$ cat src/rtl/mips_main_control.sv
// Multicycle MIPS main control: sequences each instruction through
// fetch/decode/execute/memory/writeback, drives the datapath enables and
// muxes, waits on the memory-ready handshake and counts retired instructions.
module mips_main_control #(
    parameter int COUNT_W = 32
) (
    input  logic               i_clk,
    input  logic               i_rst,
    input  logic [5:0]         i_op,
    input  logic               i_memReady,
    output logic               o_iorD,
    output logic               o_irWrite,
    output logic               o_memWrite,
    output logic               o_pcWrite,
    output logic               o_branch,
    output logic [1:0]         o_pcSrc,
    output logic               o_aluSrcA,
    output logic [1:0]         o_aluSrcB,
    output logic [1:0]         o_aluOp,
    output logic               o_regDst,
    output logic               o_memToReg,
    output logic               o_regWrite,
    output logic               o_retire,
    output logic               o_illegal,
    output logic [3:0]         o_state,
    output logic [COUNT_W-1:0] o_instrCount
);

    typedef enum logic [3:0] {
        FETCH  = 4'd0,
        DECODE = 4'd1,
        MEMADR = 4'd2,
        MEMRD  = 4'd3,
        MEMWB  = 4'd4,
        MEMWR  = 4'd5,
        EXEC   = 4'd6,
        ALUWB  = 4'd7,
        BRANCH = 4'd8,
        ADDIEX = 4'd9,
        ADDIWB = 4'd10,
        JUMP   = 4'd11
    } state_t;

    localparam logic [5:0] OP_LW   = 6'b100011;
    localparam logic [5:0] OP_SW   = 6'b101011;
    localparam logic [5:0] OP_RT   = 6'b000000;
    localparam logic [5:0] OP_BEQ  = 6'b000100;
    localparam logic [5:0] OP_ADDI = 6'b001000;
    localparam logic [5:0] OP_J    = 6'b000010;

    state_t             state_q, state_d;
    logic [COUNT_W-1:0] count_q, count_d;

    // Output decode and next-state selection; only i_memReady gating is Mealy.
    always_comb begin
        state_d    = FETCH;
        o_iorD     = 1'b0;
        o_irWrite  = 1'b0;
        o_memWrite = 1'b0;
        o_pcWrite  = 1'b0;
        o_branch   = 1'b0;
        o_pcSrc    = 2'b00;
        o_aluSrcA  = 1'b0;
        o_aluSrcB  = 2'b00;
        o_aluOp    = 2'b00;
        o_regDst   = 1'b0;
        o_memToReg = 1'b0;
        o_regWrite = 1'b0;
        o_retire   = 1'b0;
        o_illegal  = 1'b0;
        case (state_q)
            FETCH: begin
                o_aluSrcB = 2'b01;
                o_irWrite = i_memReady;
                o_pcWrite = i_memReady;
                state_d   = i_memReady ? DECODE : FETCH;
            end
            DECODE: begin
                // Precompute the branch target into ALUOut.
                o_aluSrcB = 2'b11;
                case (i_op)
                    OP_LW, OP_SW: state_d = MEMADR;
                    OP_RT:        state_d = EXEC;
                    OP_BEQ:       state_d = BRANCH;
                    OP_ADDI:      state_d = ADDIEX;
                    OP_J:         state_d = JUMP;
                    default: begin
                        state_d   = FETCH;
                        o_illegal = 1'b1;
                    end
                endcase
            end
            MEMADR: begin
                o_aluSrcA = 1'b1;
                o_aluSrcB = 2'b10;
                state_d   = (i_op == OP_LW) ? MEMRD : MEMWR;
            end
            MEMRD: begin
                o_iorD  = 1'b1;
                state_d = i_memReady ? MEMWB : MEMRD;
            end
            MEMWB: begin
                o_memToReg = 1'b1;
                o_regWrite = 1'b1;
                o_retire   = 1'b1;
            end
            MEMWR: begin
                o_iorD     = 1'b1;
                o_memWrite = 1'b1;
                o_retire   = i_memReady;
                state_d    = i_memReady ? FETCH : MEMWR;
            end
            EXEC: begin
                o_aluSrcA = 1'b1;
                o_aluOp   = 2'b10;
                state_d   = ALUWB;
            end
            ALUWB: begin
                o_regDst   = 1'b1;
                o_regWrite = 1'b1;
                o_retire   = 1'b1;
            end
            BRANCH: begin
                o_aluSrcA = 1'b1;
                o_aluOp   = 2'b01;
                o_pcSrc   = 2'b01;
                o_branch  = 1'b1;
                o_retire  = 1'b1;
            end
            ADDIEX: begin
                o_aluSrcA = 1'b1;
                o_aluSrcB = 2'b10;
                state_d   = ADDIWB;
            end
            ADDIWB: begin
                o_regWrite = 1'b1;
                o_retire   = 1'b1;
            end
            JUMP: begin
                o_pcSrc   = 2'b10;
                o_pcWrite = 1'b1;
                o_retire  = 1'b1;
            end
            default: state_d = FETCH;
        endcase
    end

    // Retired-instruction counter wraps freely.
    always_comb begin
        count_d = count_q;
        if (o_retire) count_d = count_q + COUNT_W'(1);
    end

    // State and counter registers with synchronous reset.
    always_ff @(posedge i_clk) begin
        if (i_rst) begin
            state_q <= FETCH;
            count_q <= '0;
        end else begin
            state_q <= state_d;
            count_q <= count_d;
        end
    end

    assign o_state      = state_q;
    assign o_instrCount = count_q;

endmodule

$ cat config.mk
export PLATFORM = sky130hd
export DESIGN_NAME = mips_main_control
export DESIGN_NICKNAME = d
export VERILOG_FILES = /design/src/rtl/mips_main_control.sv
export SDC_FILE = /design/constraint.sdc
export NUM_CORES = 1
export LEC_CHECK = 0
export ABC_AREA = 1
export BUFFER_PORTS_ARGS = -buffer_cell sky130_fd_sc_hd__buf_2
export CAP_MARGIN = 20
export CORE_ASPECT_RATIO = 0.7
export CORE_MARGIN = 3
export CORE_UTILIZATION = 24
export CTS_BUF_LIST = sky130_fd_sc_hd__clkbuf_4 sky130_fd_sc_hd__clkbuf_8
export CTS_CLUSTER_DIAMETER = 50
export DETAILED_ROUTE_END_ITERATION = 16
export PLACE_DENSITY = 0.41
export SETUP_SLACK_MARGIN = 0.4
export SLEW_MARGIN = 20
export SYNTH_ARGS = -nofsm -noshare
export SYNTH_HDL_FRONTEND = slang
export SYNTH_SLANG_ARGS = --single-unit
$ cat constraint.sdc
create_clock -name i_clk -period 4.1 [get_ports i_clk]
set_clock_uncertainty 0.15 [all_clocks]
set_input_delay 0 -clock i_clk [delete_from_list [all_inputs] [get_ports i_clk]]
set_output_delay 0 -clock i_clk [all_outputs]
set_load 0.01 [all_outputs]
# == Word level (Yosys, flattened, before mapping) ==
# Cells that the tools add are included.
# totals
regBits,36
in_bits,9
out_inout_bits,53
# op_classes
addsub,1
n_eq_ne,16
n_mux,21
n_reduce_logical,9
# op_table
cell,count
$add 32x1->32 const B,1
$pmux 4 s7,1
$pmux 4 s5,1
$eq 4x3->1 const B,4
$eq 4x4->1 const B,4
$eq 6x6->1 const B,2
$mux 1,11
$mux 3,3
$eq 4x2->1 const B,2
$pmux 2 s2,2
$eq 6x2->1 const B,1
$eq 6x3->1 const B,1
$eq 6x4->1 const B,1
$logic_not 6->1,1
$pmux 2 s3,1
$reduce_or 2->1,3
$reduce_or 6->1,1
$reduce_or 5->1,1
$eq 4x1->1 const B,1
$logic_not 4->1,1
$pmux 1 s2,2
$reduce_or 4->1,1
$reduce_or 3->1,1

# == Depth between registers and ports, before layout ==
# logic_depth
ltp_word,4
depth_mapped,12
depth_no_buf,10

# == Worst setup path after synthesis ==
# No wires, ideal clock.
# synth_timing
kind,register -> register
start,reg count_q[0] (netlist: o_instrCount[0])
end,reg count_q[24] (netlist: o_instrCount[24])
setup_ps,113
arrival_ps,1425
setup_slack_ps,2412
stages_incl_launch_ff,9
path_buffers,0
path_cell_list,dfxtp_1 -> ha_1 -> nand3_1 -> inv_1 -> nand3_1 -> nor2_1 -> nand3_1 -> nor2_1 -> nor2_1
# synth_between
elab_chain_len,1
# synth_rtl
element,line_no,rtl
"start, declared",52,"logic [COUNT_W-1:0] count_q, count_d;"
"start signal, assigned",161,count_q <= count_d;
$add 32x1->32,151,if (o_retire) count_d = count_q + COUNT_W'(1);
# No other way between the ends.
# A chain may end at the register's enable or synchronous reset.

# == Worst setup path in the final report ==
# layout_timing
start,reg state_q[2] (netlist: o_state[2])
end,out o_retire
# layout_between
elab_chain_len,3
word_cells_on_any_way,8
classes_between,eq/ne (6); mux (1); reduce/logical (1)
# layout_rtl
element,line_no,rtl
"start, declared",51,"state_t state_q, state_d;"
"start signal, assigned",160,state_q <= state_d;
$eq 4x4->1 / $eq 4x3->1 (equally long branches),71,case (state_q)
$reduce_or 5->1 (no line),--,
$pmux 1 s2 (*),71,
"end, declared",23,"output logic o_retire,"
# Mark *: on every way between the ends. The rest lies on a longest branch, timed or not.

==> results.toml <==
[critical_path]
critical_path.reg2reg.endpoint = "o_instrCount[21]$_SDFFE_PP0P_"
crit_path_end_kind = "primary output"
count_of_buffer_and_inverter_cells_on_the_critical_path = 3
worstSetupStartpoint = "o_state[2]$_SDFF_PP0_"
crit_path_max_fanout = 30
critPathMaxStageDelay_ns = 0.42
worst_path_max_delay_cell = "sky130_fd_sc_hd__dfxtp_1"
worst_ep_arrival_time_ns = 2.07
crit_path_start_kind = "register"
setup.worst_path.class = "register to primary output"
setup.reg_to_reg.worst_slack_ns = 1.93
cell_repeated_most_along_the_worst_path = "sky130_fd_sc_hd__nor2_1"
cp-endpoint = "o_retire"
crit_path_cell_trace = "inv_2, nor2_2, nand2_1, nor2_1, nor2_1, nand2_2, buf_4, buf_2"
worst-r2r-cell-count = 11
worst_r2r_startpoint = "o_state[2]$_SDFF_PP0_"
cp.required_ns = 3.95
worst-path-stages = 8
cp_top_delay_family = "simple AND/OR/NAND/NOR gates"

[synthesis]
synth_seq_cells = 36
netlist.top_cell.by_area = "sky130_fd_sc_hd__dfxtp_1"
yosys.area.top_type_share_pct = 30.06
postSynthNetCount = 438
synthFlopType = "sky130_fd_sc_hd__dfxtp_1"
yosysSeqAreaShare_pct = 30.06
syn_area_per_cell_um2 = 5.601
async_reset_ff_share_pct = 0
count_of_synthesis_stage_warnings_from_yosys = 0
synth.lib_cells_used.distinct = 21
synth_enable_flop_cells = 0
yosys.cell_count.top_type = "sky130_fd_sc_hd__nand2_1"
ys_top_cells_by_area = "sky130_fd_sc_hd__dfxtp_1 (30%), sky130_fd_sc_hd__nand2_1 (24%), sky130_fd_sc_hd__nor2_1 (13%)"
synth.top_cells.by_count = "sky130_fd_sc_hd__nand2_1 (151), sky130_fd_sc_hd__nor2_1 (80), sky130_fd_sc_hd__inv_1 (54)"
synthesis.area_mm2 = 0.002397
netlist_instances = 428

[grt]
grt_max_degree = 31
via_count_of_the_first_global_routing_pass = 2439
grt_pass1_wl_mm = 12.58
grt_antenna_before_repair = 0
remaining_overflow_grt = 0
track_usage_pct = 14.02

[place]
detailed_place_hpwl_mm = 6.019
post_dp_cell_area_mm2 = 0.002786
place.gp.congestion = 0.8401
portbufs = 61

[floorplanning]
core_region_area_mm2 = 0.009398
fp.dieH_um = 89.62
num_io_pins = 62
design.die.area_mm2 = 0.01124
fp-row-count = 29
initial_core_util_pct = 25.51
die_width_um = 125.5

[detailed_routing]
totalWireLength_mm = 7.676
ant_nets = 0
routed_wire_length_per_instance_um = 12.46
pre_antenna_drt_iters = 4
vias_post_dr = 2682
initialDrtViolationCount = 179
vias_per_instance = 4.354
post-route-drc-count = 0

[clock_tree]
worst_skew_pair.late_latency_ns = 0.31
cts_max_path_buffers = 2
cts_buf_count = 5
clock_tree.htree_level_count = 2
clkTransAtPathRegs_ns = 0.07
clock_sinks = 36
clock-root-buffer = "sky130_fd_sc_hd__clkbuf_8"
post-cts-setup-buffer-count = 0
tritoncts = "yes"

[sta]
fmaxAchievable_ghz = 0.4504
final-setup-viol-count = 0
rsz0062_at_grt = "false"
final_report_hold_violation_count = 0
finalSetupTns_ns = 0
maxSlewViolCount = 0
max_slew.worst_pin.slew_ns = 0.5238
finalCritPeriodShare_pct = 54.15
slew-limit-headroom_pct = 65.04
post-route-min-period_ns = 2.220

[power]
total_power_per_unit_cell_area_mw_per_mm2 = 244.6
vdd_ir_drop_max_uv = 153.5
leakage_power_uw = 0.001383
total_power_uw = 721.1

[flow_run]
max-cap-violations = 0

[layout]
post_route_cells_drive_above_1_share_pct = 15.85
design.final.nets = 501
finished_cell_area_mm2 = 0.002948
fillCellCount = 1077
n_antenna_cell = 0
layout_utilization_pct = 31.37
flow.area_growth_from_synthesis_pct = 22.96

[run_status]
run_status = "completed"

[min_path]
hold_removal_path_class = "input pin to register"
metal layers:
layer  track usage, %  share of wire (%)  vias up  routed length (um)
met1            21.47                 55     1175                4205
met4            2.953               0.87        0                  67
li1                 -                  -     1446                   -
met3            3.191                6.2        7                 473
met2            19.84                 38       54                2930
met5                0                  0        -                   0
where the power goes:
group | switching (uW) | internal (uW)
Sequential | 1.49 | 350
Combinational | 25.5 | 14.1
Clock | 142 | 187
Total | 169 | 552
registers in the layout, summed over array words and instances, names as in the netlist:
register,flops
o_instrCount,32
o_state,4
cell usage in the layout, fill, tap and decap left out, types with 2 or more instances in the layout:
cell type / netlist / final
sky130_fd_sc_hd__xnor2_1: 2 / 2
sky130_fd_sc_hd__dlygate4sd3_1: 0 / 5
sky130_fd_sc_hd__inv_1: 54 / 54
sky130_fd_sc_hd__dfxtp_1: 36 / 36
sky130_fd_sc_hd__clkbuf_8: 0 / 5
sky130_fd_sc_hd__xor2_1: 5 / 5
sky130_fd_sc_hd__buf_2: 0 / 61
sky130_fd_sc_hd__nor2_1: 80 / 80
sky130_fd_sc_hd__a21oi_1: 26 / 26
sky130_fd_sc_hd__inv_2: 3 / 3
sky130_fd_sc_hd__nor3_1: 7 / 7
sky130_fd_sc_hd__nand4_1: 4 / 4
sky130_fd_sc_hd__a31oi_1: 2 / 2
sky130_fd_sc_hd__nor2_2: 4 / 4
sky130_fd_sc_hd__nand3_1: 33 / 33
sky130_fd_sc_hd__o21ai_0: 6 / 6
sky130_fd_sc_hd__nand2_1: 151 / 151
through the flow:
step	setup WS, ns	hold slack (ns)	instances
2_1_floorplan	2.412	0.01152	428
4_1_cts	1.850	0.0009818	616
6_report	1.880	0.008361	616
3_5_place_dp	1.928	0.2413	603
5_1_grt	1.682	0.04528	616
3_3_place_gp	1.980	0.2489	603
worst reg2reg max path, cell delays in order (launching register included):
cell and delay (ns):
sky130_fd_sc_hd__dfxtp_1 0.42, sky130_fd_sc_hd__inv_2 0.06, sky130_fd_sc_hd__nor2_2 0.16, sky130_fd_sc_hd__nand2_1 0.12, sky130_fd_sc_hd__nor2_1 0.11, sky130_fd_sc_hd__nor2_1 0.06, sky130_fd_sc_hd__nand2_2 0.26, sky130_fd_sc_hd__buf_4 0.38
sky130_fd_sc_hd__nand3_1 0.18, sky130_fd_sc_hd__nand2_1 0.09, sky130_fd_sc_hd__nand2_1 0.05, sky130_fd_sc_hd__nor2_1 0.09
repair_timing:
action,4_1_cts,5_1_grt
hold endpoints to repair,19,0
resized for setup,0,0
hold buffers,5,0
cell families (layout without fill, tap and decap cells):
logic type	Yosys count	count (layout)	share of synthesized area (%)
XOR/XNOR	7	7	2.557
adder cells (fa/ha/maj)	1	1	0.5218
AND/OR/NAND/NOR	282	282	47.44
flip-flops	36	36	30.06
AO/OA/AOI/OAI	34	34	7.202
buffers and inverters	68	132	12.21
worst min path at each step:
stage | depth (start not counted) | to | slack [ns] | startpoint
finish | 5 | o_state[0]$_SDFF_PP0_ | 0.008 | i_op[3]
global route | 5 | o_state[0]$_SDFF_PP0_ | 0.05 | i_op[3]
CTS | 5 | o_state[0]$_SDFF_PP0_ | 0.001 | i_op[3]
detailed placement | 4 | o_state[2]$_SDFF_PP0_ | 0.24 | i_op[3]
global placement | 4 | o_state[2]$_SDFF_PP0_ | 0.25 | i_op[1]
floorplan | 2 | o_irWrite | 0.01 | i_memReady
area by class of cell:
cell class | instances | area [um2] | share of cell area (%)
flip-flops and latches | 36 | 720.7 | 24.45
clock buffers | 6 | 76.32 | 2.589
repair buffers | 67 | 362.8 | 12.31
well taps | 124 | 155.1 | 5.263
multi-input cells | 324 | 1384 | 46.94
inverters | 57 | 214.0 | 7.258
clock inverters | 2 | 35.03 | 1.188
(Power assumes the default switching activity.)
